==> src/rtl/color_pkg.sv <==
// Shared colour-code constants and decoder state type for the digit-colour encoder/decoder pair.
package color_pkg;

  localparam logic [11:0] COLOR_DIGIT_0 = 12'hFFF;
  localparam logic [11:0] COLOR_DIGIT_1 = 12'hF00;
  localparam logic [11:0] COLOR_DIGIT_2 = 12'h0F0;
  localparam logic [11:0] COLOR_DIGIT_3 = 12'h00F;
  localparam logic [11:0] COLOR_DIGIT_4 = 12'hE1F;
  localparam logic [11:0] COLOR_DIGIT_5 = 12'hFC0;
  localparam logic [11:0] COLOR_DIGIT_6 = 12'h940;
  localparam logic [11:0] COLOR_DIGIT_7 = 12'h3DF;
  localparam logic [11:0] COLOR_DIGIT_8 = 12'h250;
  localparam logic [11:0] COLOR_DIGIT_9 = 12'h92E;
  localparam logic [11:0] COLOR_BLACK   = 12'h000;

  typedef enum logic [1:0] {
    IDLE     = 2'd0,
    GOT_TENS = 2'd1,
    RESULT   = 2'd2
  } state_e;

endpackage

==> src/rtl/color_to_digit.sv <==
// Combinational lookup from an exact 12-bit RGB444 colour code to a decimal digit.
module color_to_digit
  import color_pkg::*;
(
  input  logic [11:0] color,
  output logic        known,
  output logic [3:0]  digit
);

  always_comb begin
    known = 1'b1;
    digit = 4'd0;
    case (color)
      COLOR_DIGIT_0: digit = 4'd0;
      COLOR_DIGIT_1: digit = 4'd1;
      COLOR_DIGIT_2: digit = 4'd2;
      COLOR_DIGIT_3: digit = 4'd3;
      COLOR_DIGIT_4: digit = 4'd4;
      COLOR_DIGIT_5: digit = 4'd5;
      COLOR_DIGIT_6: digit = 4'd6;
      COLOR_DIGIT_7: digit = 4'd7;
      COLOR_DIGIT_8: digit = 4'd8;
      COLOR_DIGIT_9: digit = 4'd9;
      default:       known = 1'b0;
    endcase
  end

endmodule

==> src/rtl/color_decoder.sv <==
// Reassembles a 6-bit number from a tens-colour beat followed by a ones-colour beat,
// flagging unknown colours, out-of-range values, protocol desync and inter-beat timeout.
module color_decoder
  import color_pkg::*;
#(
  parameter int TIMEOUT = 200,
  parameter int TIMER_W = 8
) (
  input  logic        clk,
  input  logic        rst,
  input  logic        in_valid,
  output logic        in_ready,
  input  logic [11:0] in_color,
  input  logic        in_first,
  output logic        out_valid,
  input  logic        out_ready,
  output logic [5:0]  num,
  output logic [1:0]  err,
  output logic        desync,
  output logic        timeout
);

  localparam logic [TIMER_W-1:0] TIMEOUT_CNT = TIMER_W'(TIMEOUT);

  state_e              state_q, state_d;
  logic [3:0]          tens_q, tens_d;
  logic                tens_unk_q, tens_unk_d;
  logic [TIMER_W-1:0]  timer_q, timer_d;
  logic [5:0]          num_q, num_d;
  logic [1:0]          err_q, err_d;
  logic                desync_q, desync_d;
  logic                timeout_q, timeout_d;

  logic       beat_known;
  logic [3:0] beat_digit;
  logic       beat;
  logic [6:0] value;

  // Only one beat can arrive per cycle, so a single lookup serves both digits.
  color_to_digit u_lookup (
    .color (in_color),
    .known (beat_known),
    .digit (beat_digit)
  );

  assign in_ready  = !rst && (state_q != RESULT);
  assign beat      = in_valid && in_ready;
  assign value     = ({3'b000, tens_q} * 7'd10) + {3'b000, beat_digit};
  assign out_valid = (state_q == RESULT);
  assign num       = num_q;
  assign err       = err_q;
  assign desync    = desync_q;
  assign timeout   = timeout_q;

  always_comb begin
    state_d    = state_q;
    tens_d     = tens_q;
    tens_unk_d = tens_unk_q;
    timer_d    = timer_q;
    num_d      = num_q;
    err_d      = err_q;
    desync_d   = 1'b0;
    timeout_d  = 1'b0;
    case (state_q)
      IDLE: begin
        if (beat) begin
          if (in_first) begin
            tens_d     = beat_digit;
            tens_unk_d = !beat_known;
            timer_d    = '0;
            state_d    = GOT_TENS;
          end else begin
            desync_d = 1'b1;
          end
        end
      end
      GOT_TENS: begin
        if (beat) begin
          timer_d = '0;
          if (in_first) begin
            tens_d     = beat_digit;
            tens_unk_d = !beat_known;
            desync_d   = 1'b1;
          end else begin
            err_d[0] = tens_unk_q || !beat_known;
            err_d[1] = !tens_unk_q && beat_known && (value > 7'd63);
            num_d    = (err_d == 2'b00) ? value[5:0] : 6'd0;
            state_d  = RESULT;
          end
        end else if (TIMEOUT != 0) begin
          timer_d = timer_q + 1'b1;
          if (timer_d == TIMEOUT_CNT) begin
            timer_d    = '0;
            tens_d     = '0;
            tens_unk_d = 1'b0;
            timeout_d  = 1'b1;
            state_d    = IDLE;
          end
        end
      end
      RESULT: begin
        if (out_ready) state_d = IDLE;
      end
      default: state_d = IDLE;
    endcase
  end

  always_ff @(posedge clk) begin
    if (rst) begin
      state_q    <= IDLE;
      tens_q     <= '0;
      tens_unk_q <= 1'b0;
      timer_q    <= '0;
      num_q      <= '0;
      err_q      <= '0;
      desync_q   <= 1'b0;
      timeout_q  <= 1'b0;
    end else begin
      state_q    <= state_d;
      tens_q     <= tens_d;
      tens_unk_q <= tens_unk_d;
      timer_q    <= timer_d;
      num_q      <= num_d;
      err_q      <= err_d;
      desync_q   <= desync_d;
      timeout_q  <= timeout_d;
    end
  end

endmodule

==> config.mk <==
export PLATFORM = sky130hd
export DESIGN_NAME = color_decoder
export DESIGN_NICKNAME = d
export VERILOG_FILES = /design/src/rtl/color_pkg.sv /design/src/rtl/color_to_digit.sv /design/src/rtl/color_decoder.sv
export SDC_FILE = /design/constraint.sdc
export NUM_CORES = 1
export LEC_CHECK = 0
export BUFFER_PORTS_ARGS = -buffer_cell sky130_fd_sc_hd__buf_2
export CORE_UTILIZATION = 25
export DETAILED_ROUTE_END_ITERATION = 7
export PLACE_DENSITY = 0.46
export SKIP_LAST_GASP = 1
export SYNTH_ARGS = -nofsm -noshare
export SYNTH_HDL_FRONTEND = slang
export SYNTH_SLANG_ARGS = --single-unit
==> constraint.sdc <==
create_clock -name clk -period 9.3 [get_ports clk]
set_input_delay 2.79 -clock clk [delete_from_list [all_inputs] [get_ports clk]]
set_output_delay 2.79 -clock clk [all_outputs]
set_load 0.005 [all_outputs]
# Word-level counts from Yosys, hierarchy flattened

Index checks and enable logic that the tools add are counted.

Register bits after elaboration: 25
Input bits: 17

Reduce and logical (&&, ||, !) cells: 17
Equality and inequality tests: 19
Multipliers: 1
$lt $le $gt $ge: 1
Multiplexer cells: 31
Add/sub/neg operators: 2
Bitwise operators: 2

Operator list:

| operator                                               | number |
|---|---|
| equality test 12 bit (second input constant)           | 6 |
| case mux 4 bit (9 select lines)                        | 1 |
| two-way mux 8 bit                                      | 4 |
| equality test 12 x 10 -> 1 bit (second input constant) | 2 |
| two-way mux 4 bit                                      | 4 |
| case mux 8 bit (2 select lines)                        | 1 |
| equality test 12 x 4 -> 1 bit (second input constant)  | 1 |
| equality test 12 x 8 -> 1 bit (second input constant)  | 1 |
| two-way mux 2 bit                                      | 6 |
| two-way mux 1 bit                                      | 10 |
| OR reduction 10 bit                                    | 1 |
| AND reduction 3 bit                                    | 3 |
| adder 8 x 1 -> 8 bit (second input constant)           | 1 |
| equality test 8 bit (second input constant)            | 1 |
| case mux 4 bit (2 select lines)                        | 1 |
| adder 7 x 4 -> 7 bit                                   | 1 |
| > comparator 7 x 6 -> 1 bit (second input constant)    | 1 |
| multiplier 4 x 3 -> 6 bit (second input constant)      | 1 |
| two-way mux 6 bit                                      | 1 |
| != test 2 bit (second input constant)                  | 3 |
| != test 3 bit (second input constant)                  | 2 |
| case mux 2 bit (3 select lines)                        | 1 |
| AND reduction 5 bit                                    | 1 |
| logical AND 1 bit                                      | 4 |
| other kinds (10)                                       | 15 |

# Longest topological paths before layout

Gate-level depths: netlist of run 1.

Depth after elaboration: 7
Gate-level depth with buffers: 12
Depth with buffers taken out: 12

# Modules after synthesis

Synthesis of run 1 repeated with hierarchy kept, for this count alone.

Cell total of the unflattened synthesis: 197
Area total of the unflattened synthesis: 1,711.6 µm²

Modules (own cells, without submodules):

| module         | area each (µm²) | cells each | times used | sequential area each (µm²) |
|---|---|---|---|---|
| color_decoder  | 1,392.6         | 155        | 1          | 500.5 |
| color_to_digit | 319.1           | 42         | 1          | 0.0 |

# Worst setup path before layout of run 1

No wires, ideal clock.

Kind: input -> output
From: input rst
To: output in_ready
Required time: 6.510 ns
Setup slack: 3.392 ns
Data arrival time: 3.118 ns
Buffers on the path: 1
Cell stages on the path: 2
Path through: clkbuf_1 nor2_1

Cells in the longest elaborated chain, start to end: 2

Ends and longest elaborated chain:

| what               | RTL line            | source |
|---|---|---|
| start: declaration | color_decoder.sv:10 | `input logic rst,` |
| zero test 1 bit    | color_decoder.sv:46 | `assign in_ready = !rst && (state_q != RESULT);` |
| logical AND 1 bit  | color_decoder.sv:46 |  |
| end: declaration   | color_decoder.sv:12 | `output logic in_ready,` |

Every way passes these cells.

# Final worst setup path of run 1

Same ends and word-level chain as after synthesis.

==> impl_metrics.sql, run 1 <==
INSERT INTO impl_metrics (metric_group, metric, value, unit) VALUES
('drt', 'vias_per_cell', '4.703', ''),
('run_status', 'run_status', 'finished, final reports clean', ''),
('clock_tree', 'ctsRootBufferMaster', 'sky130_fd_sc_hd__clkbuf_8', ''),
('timing', 'timing.final.crit_period', '5.987', 'ns'),
('place', 'finalWeightedCongestion', '0.7836', ''),
('synthesis', 'synth.cell_area', '0.001528', 'sq mm'),
('worst_setup_path', 'crit_path_cell_trace', 'buf_2, nor2_1, buf_2', ''),
('final_layout', 'layout.nets', '238', ''),
('final_layout', 'antennaDiodeCount', '0', ''),
('grt', 'grt_util_all_layers', '10.83', '%'),
('timing', 'fin_setup_tns', '0', 'ns'),
('timing', 'timing_max_transition_violations_final', '0', ''),
('worst_setup_path', 'timing.critical_path.required', '6.51', 'ns'),
('final_layout', 'area_delta_synth_final', '18.10', '%'),
('clock_tree', 'worst_setup_hold_path_clk_slew', '0.09', 'ns'),
('final_layout', 'nFillCells', '632', ''),
('min_path', 'hp_class', 'reg -> reg', ''),
('synthesis', 'synth.largest_area_cell', 'sky130_fd_sc_hd__dfxtp_1', ''),
('place', 'detailed_place_hpwl', '2585', 'um'),
('timing', 'period_utilization', '64.37', '%'),
('worst_setup_path', 'worstPathMaxFanout', '13', ''),
('grt', 'grt_remaining_overflow', '0', ''),
('synthesis', 'synth-edff-count', '0', ''),
('drt', 'wirelength_routed', '3263', 'um'),
('final_layout', 'post_route_cells_drive_above_1_share', '20.38', '%'),
('place', 'dpl-instance-area', '0.001758', 'sq mm'),
('timing', 'maxSlewHeadroom', '52.58', '%'),
('worst_setup_path', 'setup.worst_path.end_class', 'primary output', ''),
('synthesis', 'postSynthRegisterBits', '25', ''),
('worst_setup_path', 'critical-path-slowest-cell', 'sky130_fd_sc_hd__buf_2', ''),
('power', 'leakagePower', '0.0007392', 'uW'),
('timing', 'timing_worst_slew_pin_value', '0.7038', 'ns'),
('timing', 'max_clock_freq', '0.1670', 'GHz'),
('clock_tree', 'clockBufferDepth', '2', ''),
('synthesis', 'mean_syn_cell_area', '8.487', 'sq um'),
('final_layout', 'final-instance-count-excl-fill', '286', ''),
('worst_setup_path', 'critical-path-max-stage-delay', '0.21', 'ns'),
('drt', 'post-route-drc-count', '0', ''),
('worst_setup_path', 'criticalPathCategory', 'in -> out', ''),
('drt', 'dr.pass1.iters', '4', ''),
('clock_tree', 'tritoncts', 'done', ''),
('final_layout', 'multiInputGateArea', '997.2', 'sq um'),
('power', 'vdd.ir_drop.worst', '0.00004118', 'V'),
('floorplanning', 'die-width', '80.17', 'um'),
('worst_setup_path', 'worstPathArrival', '3.20', 'ns'),
('synthesis', 'yosys_warnings', '0', ''),
('synthesis', 'seq_area_frac_synth', '32.76', '%'),
('drt', 'drtAntennaViolNets', '0', ''),
('drt', 'drt-wirelength-per-cell', '11.41', 'um'),
('clock_tree', 'cts-buffers-inserted', '3', ''),
('timing', 'setup_viol_count_final', '0', ''),
('clock_tree', 'post_cts.resized_instances', '0', ''),
('clock_tree', 'clock-sinks', '25', ''),
('grt', 'grt_pass1_vias', '1208', ''),
('final_layout', 'ff_latch_area', '500.5', 'sq um'),
('synthesis', 'synth_async_sr_flop_share', '0', '%'),
('floorplanning', 'floorplan.initialDensity', '25.80', '%'),
('synthesis', 'post_synth_num_cell_types', '47', ''),
('grt', 'grt_max_degree', '15', ''),
('job', 'max_cap_violations', '0', ''),
('floorplanning', 'dieArea', '0.006427', 'sq mm'),
('timing', 'grt_setup_unrepaired', 'no', ''),
('clock_tree', 'htreeDepth', '1', ''),
('worst_setup_path', 'timing.critical_path.mode_cell', 'sky130_fd_sc_hd__buf_2', ''),
('grt', 'wire_length_of_the_first_global_routing_pass', '5568', 'um'),
('floorplanning', 'std_cell_rows', '28', ''),
('floorplanning', 'io-pin-count', '29', ''),
('final_layout', 'finished_layout_cell_area', '0.001804', 'sq mm'),
('drt', 'via_count', '1345', ''),
('grt', 'grt_antenna_before_repair', '0', ''),
('clock_tree', 'post_cts_hold_buffer_count', '0', '');
[Yosys cell counts, types with 2 or more instances]
| master | count |
|---|---|
| sky130_fd_sc_hd__fa_1 | 2 |
| sky130_fd_sc_hd__and3_1 | 3 |
| sky130_fd_sc_hd__a21oi_1 | 6 |
| sky130_fd_sc_hd__a22o_1 | 5 |
| sky130_fd_sc_hd__nor4_1 | 3 |
| sky130_fd_sc_hd__nor3b_1 | 5 |
| sky130_fd_sc_hd__nand3_1 | 6 |
| sky130_fd_sc_hd__nor3_1 | 5 |
| sky130_fd_sc_hd__inv_1 | 5 |
| sky130_fd_sc_hd__o22ai_1 | 3 |
| sky130_fd_sc_hd__nand2_1 | 23 |
| sky130_fd_sc_hd__o21ai_0 | 9 |
| sky130_fd_sc_hd__or3_1 | 3 |
| sky130_fd_sc_hd__xor2_1 | 4 |
| sky130_fd_sc_hd__a211oi_1 | 2 |
| sky130_fd_sc_hd__nor2_1 | 16 |
| sky130_fd_sc_hd__xnor2_1 | 4 |
| sky130_fd_sc_hd__nand4_1 | 3 |
| sky130_fd_sc_hd__o21ai_1 | 2 |
| sky130_fd_sc_hd__ha_1 | 7 |
| sky130_fd_sc_hd__nor2b_1 | 2 |
| sky130_fd_sc_hd__and2_1 | 3 |
| sky130_fd_sc_hd__o31ai_1 | 5 |
| sky130_fd_sc_hd__a31oi_1 | 2 |
| sky130_fd_sc_hd__dfxtp_1 | 25 |
| sky130_fd_sc_hd__nand2b_1 | 6 |
[per-layer routing]
metal / GRT usage [%] / share of wire, % / up-vias / wire length [um]
met5: 0 / 0 / - / 0
met4: 4.821 / 1.9 / 0 / 62
met3: 1.250 / 4.0 / 5 / 132
met2: 16.50 / 39 / 32 / 1287
met1: 15.14 / 55 / 583 / 1782
li1: - / - / 725 / -
[critical path, delay by kind of cell]
family	cells	cell delay (ns)
buf+inv	2	0.33
simple gates	1	0.07
[kinds of logic after synthesis]
| group | synth area share [%] |
|---|---|
| AOI/OAI and AO/OA | 19.57 |
| xor gates and xnor gates | 4.586 |
| adders and majority gates | 8.354 |
| buffers and inverters | 1.966 |
| DFF | 32.76 |
| muxes | 0.6552 |
| and+or+nand+nor | 32.11 |
[state kept, by name, summed over array words and instances (netlist names)]
register / flops
desync: 1
timeout: 1
err: 2
num: 6
state_q: 2
tens_unk_q: 1
timer_q: 8
tens_q: 4
[power breakdown]
group / total [uW] / internal [uW] / switching, uW / leakage (uW)
Sequential: 110 / 109 / 1.32 / 0.000202
Combinational: 20.0 / 8.03 / 12.0 / 0.000512
Clock: 66.5 / 30.1 / 36.4 / 0.0000255
Total: 196 / 147 / 49.7 / 0.000739
[cells in the final DEF (no fill, tap or decap), drive strengths merged, types with 4 or more instances in the layout]
cell / synthesis / final
nor2: 16 / 16
buf: 1 / 29
inv: 5 / 5
o31ai: 5 / 5
ha: 7 / 7
o21ai: 11 / 11
dfxtp: 25 / 25
xnor2: 4 / 4
nor3b: 5 / 5
nand3: 6 / 6
nand2: 23 / 23
xor2: 4 / 4
nand2b: 7 / 7
a21oi: 6 / 6
a22o: 5 / 5
nor3: 6 / 6
[worst paths after layout]
path / start / end / slack (ns) / cells past startpoint
max reg2reg: tens_q[1] / num[5] / 7.03 / 7
min: num[0] / num[0] / 0.45 / 2
min reg2reg: num[0] / num[0] / 0.45 / 2
max: rst / in_ready / 3.31 / 3
[per-stage QoR]
stage               power, uW  utilization, %  worst slack (ns)
finish                  196.3           30.47             3.313
global placement        132.7           29.69             3.326
global route            206.0           30.47             3.262
detailed placement      132.4           29.69             3.315
floorplan               123.3               -             3.392
CTS                     199.1           30.47             3.313
[area by class of cell]
class                      instances  area share (%)
tap                               75           5.201
inverter                           5           1.040
sequential                        25           27.74
multi-input combinational        148           55.27
clock inverter                     1          0.2774
clock buffer                       3           2.288
timing repair buffer              29           8.183
Note: power is estimated with default switching activity, not from simulation.
==> inputs of run 2 (changes only) <==
clock period = 5.58 ns   (was 9.3 ns; I/O delays follow)
==> run 2 against run 1 <==
  * Core utilization is essentially flat
  * Setup slack lost 1.7 ns
  * Combinational power grew 68%
  * Sequential share of layout area is essentially flat
  * Critical path type is now in -> reg
  * Critical endpoint is now num[5]
==> impl_metrics.sql, run 2 (synthesis gave the netlist of run 1 again) <==
INSERT INTO impl_metrics (metric_group, metric, value, unit) VALUES
('timing', 'timing_worst_slew_pin_value', '0.6807', 'ns'),
('worst_setup_path', 'criticalPathCategory', 'in -> reg', ''),
('power', 'vdd.ir_drop.worst', '0.00005653', 'V'),
('power', 'leakagePower', '0.0007365', 'uW'),
('floorplanning', 'dieArea', '0.006427', 'sq mm'),
('final_layout', 'ff_latch_area', '500.5', 'sq um'),
('worst_setup_path', 'timing.critical_path.required', '5.76', 'ns'),
('final_layout', 'final-instance-count-excl-fill', '286', ''),
('timing', 'hold_viol', '0', ''),
('worst_setup_path', 'worst_setup_path_startpoint', 'in_color[1]', ''),
('clock_tree', 'clock-sinks', '25', ''),
('power', 'power_density', '178.1', 'mW/mm^2'),
('power', 'switching_share', '23.66', '%'),
('worst_setup_path', 'crit-reg2reg-launch', 'tens_q[1]', ''),
('grt', 'grt_max_degree', '14', ''),
('final_layout', 'multiInputGateArea', '997.2', 'sq um'),
('worst_setup_path', 'setup.worst_path.end_class', 'flop', ''),
('final_layout', 'area_delta_synth_final', '18.02', '%'),
('clock_tree', 'cts-buffers-inserted', '3', ''),
('worst_setup_path', 'timing.critical_path.from_type', 'primary input', ''),
('min_path', 'hold_path_depth', '2', ''),
('worst_setup_path', 'worst_r2r_path_depth', '7', ''),
('drt', 'drt-wirelength-per-cell', '11.38', 'um'),
('worst_setup_path', 'crit_path_cell_trace', 'buf_2, or4_4, nor3_2, a2bb2o_4, a311o_2, ha_1, a211oi_1, nor2_1, and3_1, xor2_1, nand2_1, o31ai_1', ''),
('power', 'comb_power_share', '10.4', '%'),
('final_layout', 'layout.nets', '238', ''),
('timing', 'timing.final.crit_period', '4.004', 'ns'),
('clock_tree', 'post_cts.resized_instances', '0', ''),
('floorplanning', 'floorplan.die.height', '80.17', 'um'),
('clock_tree', 'ctsRootBufferMaster', 'sky130_fd_sc_hd__clkbuf_8', ''),
('floorplanning', 'io-pin-count', '29', ''),
('grt', 'wire_length_of_the_first_global_routing_pass', '5582', 'um'),
('timing', 'grt_setup_unrepaired', 'no', ''),
('grt', 'grt_util_all_layers', '10.85', '%'),
('clock_tree', 'cts_post_setup_buffers_inserted', '0', ''),
('clock_tree', 'tritoncts', 'done', ''),
('run_status', 'run_status', 'finished, final reports clean', ''),
('worst_setup_path', 'critical-path-max-stage-delay', '0.56', 'ns'),
('power', 'p_int', '245.2', 'uW'),
('final_layout', 'largest_register_ff_count', '8', ''),
('timing', 'worst_setup_skew_after_layout', '0.004188', 'ns'),
('place', 'detailed_place_hpwl', '2600', 'um'),
('timing', 'maxSlewHeadroom', '54.14', '%'),
('power', 'power.clock.fraction', '32.6', '%'),
('timing', 'fin_setup_tns', '0', 'ns'),
('worst_setup_path', 'reg2reg_setup_slack', '3.27', 'ns'),
('drt', 'post-route-drc-count', '0', ''),
('place', 'portBuffers', '28', ''),
('final_layout', 'top_register', 'timer_q', ''),
('worst_setup_path', 'worstPathArrival', '4.18', 'ns'),
('grt', 'grt_antenna_before_repair', '0', ''),
('clock_tree', 'clock_latency_on_the_worst_skew_pair', '0.26', 'ns'),
('clock_tree', 'worst_setup_hold_path_clk_slew', '0.08', 'ns'),
('drt', 'dr.first_iter.drc_count', '60', ''),
('grt', 'grt_pass1_vias', '1263', ''),
('final_layout', 'antennaDiodeCount', '0', ''),
('worst_setup_path', 'worstPathMaxFanout', '5', ''),
('place', 'placedCellCount', '282', ''),
('drt', 'drtAntennaViolNets', '0', ''),
('floorplanning', 'floorplan.initialDensity', '25.80', '%'),
('clock_tree', 'htreeDepth', '1', ''),
('power', 'seq_power_share', '57.0', '%'),
('final_layout', 'layout_common_cells', 'sky130_fd_sc_hd__buf_2 (28), sky130_fd_sc_hd__dfxtp_1 (25), sky130_fd_sc_hd__nand2_1 (23)', ''),
('min_path', 'hp_class', 'reg -> reg', ''),
('grt', 'grt_remaining_overflow', '0', ''),
('timing', 'timing_max_transition_violations_final', '0', ''),
('timing', 'period_utilization', '71.75', '%'),
('floorplanning', 'die-width', '80.17', 'um'),
('timing', 'setup_viol_count_final', '0', ''),
('clock_tree', 'clockBufferDepth', '2', ''),
('job', 'max_cap_violations', '0', ''),
('final_layout', 'post_route_cells_drive_above_1_share', '19.91', '%'),
('worst_setup_path', 'setup.worst_path.end', 'num[5]', ''),
('floorplanning', 'std_cell_rows', '28', ''),
('clock_tree', 'post_cts_hold_buffer_count', '0', ''),
('floorplanning', 'fp.coreArea', '0.005921', 'sq mm'),
('worst_setup_path', 'crit-reg2reg-capture', 'num[5]', ''),
('timing', 'max_clock_freq', '0.2498', 'GHz'),
('power', 'power_switching', '75.99', 'uW'),
('drt', 'vias_per_cell', '4.776', ''),
('drt', 'dr.pass1.iters', '4', ''),
('drt', 'via_count', '1366', ''),
('drt', 'wirelength_routed', '3255', 'um'),
('place', 'finalWeightedCongestion', '0.7926', ''),
('worst_setup_path', 'critical-path-slowest-cell', 'sky130_fd_sc_hd__or4_4', ''),
('final_layout', 'layout_commonest_cell', 'sky130_fd_sc_hd__buf_2', ''),
('final_layout', 'nFillCells', '653', '');
-- run 2: changes by cell type in the layout (fill, tap and decap cells not counted) --
cell,before,now
sky130_fd_sc_hd__clkbuf_1,0,1
sky130_fd_sc_hd__clkinv_2,1,0
-- run 2: per-stage QoR --
step | util [%] | power, uW | cell area (sq um) | hold WS [ns] | setup slack (ns)
after floorplan | - | 205.5 | 1528 | 0.4460 | 1.606
after global placement | 29.69 | 221.5 | 1758 | 0.4293 | 1.314
after detailed placement | 29.69 | 221.0 | 1758 | 0.4365 | 1.296
after CTS | 30.45 | 330.3 | 1803 | 0.4576 | 1.572
after global routing | 30.45 | 340.3 | 1803 | 0.4806 | 1.343
final | 30.45 | 321.2 | 1803 | 0.4524 | 1.576
-- run 2: worst min path at each step --
stage	end	start	slack (ns)
2_1_floorplan	num[0]	num[0]	0.45
3_3_place_gp	num[1]	num[1]	0.43
3_5_place_dp	num[1]	num[1]	0.44
4_1_cts	num[1]	num[1]	0.46
5_1_grt	err[1]	err[1]	0.48
6_report	num[1]	num[1]	0.45
-- run 2: cell type report --
cell class	count	area share (%)
Sequential cell	25	27.76
Timing Repair Buffer	29	8.189
Tap cell	75	5.205
Clock buffer	4	2.498
Multi-Input combinational cell	148	55.31
Inverter	5	1.041
-- run 2: layer usage --
layer  track usage (%)  share of wire, %  vias to the layer above
met2             17.26                42                       38
met5                 0                 0                        -
met4             4.643               1.8                        0
met3             1.364               4.0                        5
met1             14.60                52                      597
li1                  -                 -                      726
-- run 2: worst max-delay path, delay by kind of cell --
kind	cells	cell delay, ns
buf+inv	1	0.11
compound gates	4	0.77
fa+ha+maj	1	0.24
simple gates	5	1.22
xor+xnor	1	0.17
-- run 2: power groups by stage --
stage	combinational, uW	clock (uW)	sequential (uW)
after floorplan	18.6	0	187
after global placement	34.2	0	187
after detailed placement	33.7	0	187
after CTS	33.8	113	183
after global routing	38.3	118	184
final	33.5	105	183
